### config.mk
export PLATFORM = sky130hd
export DESIGN_NAME = eng_share_arbiter
export DESIGN_NICKNAME = d
export VERILOG_FILES = /design/src/rtl/eng_share_arbiter.sv
export SDC_FILE = /design/constraint.sdc
export NUM_CORES = 1
export LEC_CHECK = 0
export BUFFER_PORTS_ARGS = -buffer_cell sky130_fd_sc_hd__buf_2
export CAP_MARGIN = 20
export CORE_AREA = 8 8 118 120
export CTS_BUF_LIST = sky130_fd_sc_hd__clkbuf_16
export DETAILED_ROUTE_END_ITERATION = 16
export DIE_AREA = 0 0 126 128
export GPL_TIMING_DRIVEN = 0
export PLACE_DENSITY = 0.6
export RECOVER_POWER = 100
export SYNTH_ARGS = -nofsm -noshare
export SYNTH_HDL_FRONTEND = slang
export SYNTH_SLANG_ARGS = --single-unit
### constraint.sdc
create_clock -name clk -period 3.21 [get_ports clk]
set_input_delay 0.642 -clock clk [delete_from_list [all_inputs] [get_ports clk]]
set_output_delay 0.642 -clock clk [all_outputs]
set_load 0.1 [all_outputs]
### src/rtl/eng_share_arbiter.sv
// Round-robin arbiter that shares one start/done accelerator engine among NREQ
// requesters, with operand latching, result return and a WAIT-state watchdog.
module eng_share_arbiter #(
  parameter int NREQ = 4,
  parameter int DW   = 16,
  parameter int TMO  = 255
) (
  input  logic                    clk,
  input  logic                    rst,
  input  logic [NREQ-1:0]         req,
  input  logic [NREQ*DW-1:0]      op_x,
  input  logic [NREQ*DW-1:0]      op_u,
  output logic [NREQ-1:0]         ack,
  output logic [NREQ-1:0]         err,
  output logic [DW-1:0]           res_o,
  output logic [$clog2(NREQ)-1:0] gnt_id,
  output logic                    busy,
  output logic                    eng_start,
  output logic [DW-1:0]           eng_x,
  output logic [DW-1:0]           eng_u,
  input  logic                    eng_done,
  input  logic [DW-1:0]           eng_res
);

  localparam int IW = $clog2(NREQ);
  localparam int TW = 16;

  typedef enum logic [1:0] {S_IDLE, S_START, S_WAIT, S_RESP} state_t;

  state_t          state_q, state_d;
  logic [IW-1:0]   ptr_q, ptr_d;
  logic [TW-1:0]   timer_q, timer_d;
  logic [NREQ-1:0] ack_q, ack_d, err_q, err_d;
  logic [DW-1:0]   res_q, res_d, eng_x_q, eng_x_d, eng_u_q, eng_u_d;
  logic [IW-1:0]   gnt_id_q, gnt_id_d;
  logic            busy_q, busy_d, eng_start_q, eng_start_d;

  logic            found;
  logic [IW-1:0]   win, cand;
  logic [NREQ-1:0] gnt_oh;
  logic            timeout;

  // Rotating search starting just after the last served client.
  always_comb begin
    found = 1'b0;
    win   = ptr_q;
    cand  = ptr_q;
    for (int k = 1; k <= NREQ; k++) begin
      cand = IW'((int'(ptr_q) + k) % NREQ);
      if (!found && req[cand]) begin
        found = 1'b1;
        win   = cand;
      end
    end
  end

  assign gnt_oh  = NREQ'(1) << gnt_id_q;
  assign timeout = (timer_q == TW'(TMO - 1));

  // State register
  // NOTE: sequential state uses non-blocking assignments so every flop samples pre-edge values.
  always_ff @(posedge clk or posedge rst) begin
    if (rst) state_q <= S_IDLE;
    else     state_q <= state_d;
  end

  // Next-state logic
  // NOTE: every combinational output gets a default first so no path infers a latch.
  always_comb begin
    state_d = state_q;
    case (state_q)
      S_IDLE:  if (found) state_d = S_START;
      S_START: state_d = S_WAIT;
      S_WAIT:  if (eng_done || timeout) state_d = S_RESP;
      S_RESP:  state_d = S_IDLE;
      default: state_d = S_IDLE;
    endcase
  end

  // Output/datapath logic: values are computed one state early so every output is a flop.
  always_comb begin
    ptr_d       = ptr_q;
    timer_d     = timer_q;
    gnt_id_d    = gnt_id_q;
    eng_x_d     = eng_x_q;
    eng_u_d     = eng_u_q;
    res_d       = res_q;
    ack_d       = '0;
    err_d       = '0;
    eng_start_d = 1'b0;
    busy_d      = (state_d != S_IDLE);
    case (state_q)
      S_IDLE: begin
        if (found) begin
          gnt_id_d    = win;
          eng_x_d     = op_x[int'(win)*DW +: DW];
          eng_u_d     = op_u[int'(win)*DW +: DW];
          timer_d     = '0;
          eng_start_d = 1'b1;
        end
      end
      S_WAIT: begin
        timer_d = timer_q + 1'b1;
        // Done wins over a coincident timeout.
        if (eng_done) begin
          res_d = eng_res;
          ack_d = gnt_oh;
        end else if (timeout) begin
          res_d = '0;
          ack_d = gnt_oh;
          err_d = gnt_oh;
        end
      end
      S_RESP:  ptr_d = gnt_id_q;
      default: ;
    endcase
  end

  always_ff @(posedge clk or posedge rst) begin
    if (rst) begin
      ptr_q       <= IW'(NREQ - 1);
      timer_q     <= '0;
      gnt_id_q    <= '0;
      eng_x_q     <= '0;
      eng_u_q     <= '0;
      res_q       <= '0;
      ack_q       <= '0;
      err_q       <= '0;
      eng_start_q <= 1'b0;
      busy_q      <= 1'b0;
    end else begin
      ptr_q       <= ptr_d;
      timer_q     <= timer_d;
      gnt_id_q    <= gnt_id_d;
      eng_x_q     <= eng_x_d;
      eng_u_q     <= eng_u_d;
      res_q       <= res_d;
      ack_q       <= ack_d;
      err_q       <= err_d;
      eng_start_q <= eng_start_d;
      busy_q      <= busy_d;
    end
  end

  assign ack       = ack_q;
  assign err       = err_q;
  assign res_o     = res_q;
  assign gnt_id    = gnt_id_q;
  assign busy      = busy_q;
  assign eng_start = eng_start_q;
  assign eng_x     = eng_x_q;
  assign eng_u     = eng_u_q;

endmodule

After elaboration in Yosys (flattened, before gate mapping)
Index checks and enable logic that the tools add are counted.

operators by class
  $add $sub $neg = 5
  magnitude comparators = 4
  eq/ne operators = 5
  shift-type cells = 3
  multiplexer cells = 30
  reduce and logical (&&, ||, !) cells = 14

operators with widths
  kind                                                                   count
  64-bit by 7-bit variable part select with 16-bit output                2
  16-bit two-way mux                                                     3
  16-bit case mux with 2 select lines                                    1
  4-bit two-way mux                                                      5
  16-bit by 1-bit adder with 16-bit output (second input constant)       1
  16-bit by 8-bit == test with 1-bit output (second input constant)      1
  2-bit by 3-bit < comparator with 1-bit output (second input constant)  4
  2-bit two-way mux                                                      6
  1-bit two-way mux                                                      10
  1-bit binary-select mux with 2-bit select                              4
  2-bit case mux with 4 select lines                                     1
  2-bit AND reduction                                                    3
  2-bit nonzero test                                                     3
  2-bit by 1-bit adder with 2-bit output (second input constant)         2
  2-bit adder (second input constant)                                    2
  2-bit == test (second input constant)                                  2
  1-bit by 2-bit << shifter with 4-bit output (first input constant)     1
  1-bit logical AND                                                      3
  1-bit zero test                                                        3
  2-bit by 1-bit == test with 1-bit output (second input constant)       1
  2-bit zero test                                                        1
  2-bit inequality test (second input constant)                          1
  1-bit logical OR                                                       1

storage, ports and cells
  register bits = 80
  output and inout port bits = 60
  logic and storage cells = 72

Depth between registers and ports, before layout
  word-level depth = 16
  gate-level depth with buffers = 9
  mapped depth without buffers = 7

Worst setup path before layout
No wires, ideal clock.

  kind = input to register
  start = in req[3]
  end = reg timer_q[5]
  arrival time = 1.719 ns
  setup slack = 1.359 ns
  stages on the path = 7
  cells stage by stage = o41ai_4 > buf_6 > and2_4 > buf_6 > nor4_2 > xnor2_1 > nor2_1

on the way
  cells in the longest elaborated chain, start to end = 14
  elaborated cells between the ends (all ways) = 20
  those cells by class = eq/ne (1); mux (12); reduce/logical (7)

RTL lines
  item                                        RTL line  source
  start: declaration                          10        input logic [NREQ-1:0] req,
  1-bit binary-select mux with 2-bit select   50        if (!found && req[cand]) begin
  1-bit two-way mux (not written as such)     50
  1-bit two-way mux                           50
  1-bit zero test                             50
  1-bit logical AND                           50
  1-bit two-way mux                           50
  1-bit zero test                             50
  1-bit logical AND                           50
  1-bit two-way mux                           50
  1-bit zero test                             50
  1-bit logical AND                           50
  1-bit two-way mux (*)                       50
  2-bit inequality test (no source line) (*)  -
  2-bit AND reduction (no source line) (*)    -
  end signal: assignment                      133       timer_q <= timer_d;
  end: declaration                            32        logic [TW-1:0] timer_q, timer_d;

Mark *: on every way between the ends. The rest lies on a longest branch, timed or not. The select of a mux whose other input is x is not followed.
A chain may end at the register's enable or synchronous reset.

Worst setup path after layout
Same ends and word-level chain as after synthesis.

==> impl_metrics.toml <==
[synth]
synthFlopType = "dfrtp_1"
synth_warnings = 0
yosys.area.top_type = "dfrtp_1"
async_flop_share_pct = 100.0
synth_cell_types = 40
synth_top_area_share_pct = 47.43
netlist_area_sq_um = 4115
synth-edff-count = 0
synth_nets = 528
ys_seq_area_share_pct = 48.71
ys_ff_latch = 80
syn-instance-count = 371
avgSynthCellArea_sq_um = 11.09
synthTopCellsByArea = "dfrtp_1 47%, mux2i_1 16%, o221ai_1 6.8%, nand2_1 5.1%, a22o_1 4.0%"

[die]
dieArea_sq_um = 16130
rows = 41
fp.dieH_microns = 128
ios = 211
die_w_microns = 126
start_util_pct = 33.71
core_area_sq_um = 12210

[finish]
drive_above_1_share_pct = 30.94
instances_no_fill = 748
fillers = 1199
area_delta_synth_final_pct = 34.36
diodes = 0
nets = 750

[cts]
cts_made_buffers = 9
clock-sinks = 80
clk_path_buf_depth = 2
clk_latency_ps = 330
ctsHtreeMaxLevel = 3
cts.reportedPaths.clkPinSlew_ps = 60
cts_resized = 0
postCtsHoldBufs = 0
cts_tree = "yes"
cts-root-buf = "clkbuf_16"
cts_setup_buffers = 0

[pwr]
p_leak_nw = 2.792
peakVddDrop_v = 0.0005307
power.total_mw = 6.915
powerDensity_nw_per_um2 = 1251

[timing]
grt_setup_unrepaired = "false"
timing.setup.tns_ps = 0
max-slew-margin-rel_pct = 16.55
fmax_mhz = 397.1
whs_ps = 486.1
min_period_ps = 2518
setup_violations = 0
finalHoldViolations = 0
fin_skew_ps = 4.081
fin_crit_sh_pct = 78.46
slew_viol_final = 0
tightest_slew_ps = 1257

[place]
placedCellCount = 732
io_buffer_count = 210
gp_congestion = 0.8321
hpwl_microns = 10540

[worst_setup_path]
cp-end-kind = "register"
worst_ep_required_time_ps = 3410
crit_type = "in2reg"
arrival_ps = 2720
cp-start-kind = "input port"
path_max_fanout = 10

[run_status]
outcome = "finished, final reports clean"

[drt]
drc_errors = 0
wl_per_cell_microns = 17.61
drtPass1Iterations = 4
viasPerCell = 5.020
wl_microns = 13180
drtAntennaViolNets = 0
vias = 3755
drt-initial-drc-count = 189

[grt]
grt_pass1_wl_microns = 20570
grt_overflow = 0
grt_pass1_vias = 3954
antenna_found_initial = 2
grtUsageTotal_pct = 15.96
grt_max_degree = 60

[flow_run]
timing.max_cap.violations = 0

[min_path]
hold_path.class = "reg2reg"
## routing by layer
layer  vias to the layer above  routed length, microns  global-route usage [%]
met1                      1825                    5139                   17.36
met4                         4                     267                   6.865
met2                       108                    6943                   28.77
li1                       1795                       -                       -
met3                        23                     799                   4.201
met5                         -                      27                       0
## stage by stage
stage	cell area (sq um)	utilization, %	worst slack [ps]
2_1_floorplan	4115	-	519.6
3_3_place_gp	5354	43.85	-487.9
3_5_place_dp	5384	44.10	972.6
4_1_cts	5648	46.26	1047
5_1_grt	5529	45.29	471.5
6_report	5529	45.29	691.5
## cell usage in the layout, fill, tap and decap left out, types with 2 or more instances in the layout
| cell | Yosys | routed |
|---|---|---|
| buf_2 | 11 | 155 |
| xor2_1 | 9 | 9 |
| a22o_1 | 19 | 19 |
| a31oi_1 | 3 | 3 |
| nand4_1 | 3 | 3 |
| o221ai_1 | 32 | 32 |
| clkinv_2 | 0 | 3 |
| dfstp_2 | 2 | 2 |
| inv_1 | 10 | 9 |
| xnor2_1 | 2 | 2 |
| nand2b_1 | 4 | 4 |
| buf_6 | 7 | 6 |
| o21ai_1 | 2 | 2 |
| nor4_1 | 2 | 3 |
| clkinv_1 | 0 | 2 |
| nand3_1 | 7 | 7 |
| clkbuf_16 | 0 | 9 |
| and4_1 | 2 | 2 |
| nor3_1 | 3 | 3 |
| o21ai_0 | 2 | 2 |
| nor2_1 | 22 | 22 |
| a21oi_1 | 2 | 2 |
| mux2i_1 | 66 | 66 |
| dfrtp_1 | 78 | 78 |
| clkbuf_1 | 5 | 72 |
| ha_1 | 6 | 6 |
| nand2_1 | 56 | 56 |
## sequential cells by signal, indices dropped and copies added, names as in the netlist
register   flops
state_q        2
eng_x         16
eng_u         16
gnt_id         2
eng_start      1
res_o         16
err            4
busy           1
ack            4
timer_q       16
ptr_q          2
## worst max-delay path, stage by stage
cell and delay [ps]:
clkbuf_1 150, o41ai_1 840, clkbuf_1 490, and2_0 220, buf_6 130, nor4_1 50
xnor2_1 140, nor2_1 60
## synth_stat cells (all sizes together), types with 2 or more instances
cell type   n
dfstp       2
inv        11
nor2       22
o221ai     33
nand2      56
mux2i      66
xnor2       2
nand3       7
a22o       19
o21ai       4
ha          6
nand2b      4
nor3        3
xor2        9
clkbuf      5
and4        2
a31oi       3
a21oi       2
buf        19
and2        2
nand4       3
nor4        3
dfrtp      78
## final timing paths
| check | slack, ps | depth (start not counted) | startpoint | endpoint |
|---|---|---|---|---|
| worst max-delay path | 690 | 8 | req[3] | timer_q[5]$_DFFE_PP0P_ |
| worst min-delay path | 490 | 2 | eng_x[14]$_DFFE_PP0P_ | eng_x[14]$_DFFE_PP0P_ |
| worst max register to register | 900 | 8 | state_q[0]$_DFF_PP0_ | timer_q[12]$_DFFE_PP0P_ |
| worst min register to register | 490 | 2 | eng_x[14]$_DFFE_PP0P_ | eng_x[14]$_DFFE_PP0P_ |
| max in group asynchronous | 1900 | 3 | rst | ptr_q[0]$_DFFE_PP1N_ |
| min in group asynchronous | 510 | 2 | rst | eng_x[4]$_DFFE_PP0P_ |
## logic make-up after synthesis
kind of cell / synth area share [%]
simple gates: 11.77
fa+ha+maj: 1.824
xor+xnor: 2.341
buf+inv: 4.895
compound gates: 14.41
mux: 16.05
flops: 48.71
## power breakdown
group          switching (mW)  total, mW  internal, mW  leakage (nW)
logic                    3.46       4.36         0.906          1.64
clock network           0.392      0.907         0.515         0.130
registers               0.248       1.64          1.40          1.02
total                    4.10       6.92          2.82          2.79
## final cells by class
class / instances / area, sq um / area share (%)
Sequential cell: 80 / 2004 / 36.25
Multi-Input combinational cell: 256 / 1882 / 34.03
Timing Repair Buffer: 211 / 1002 / 18.13
Clock buffer: 9 / 225.2 / 4.073
Tap cell: 150 / 187.7 / 3.394
Buffer: 24 / 146.4 / 2.648
Inverter: 11 / 42.54 / 0.7694
Clock inverter: 7 / 38.79 / 0.7015
No activity file was read; power rests on OpenSTA's default activity.
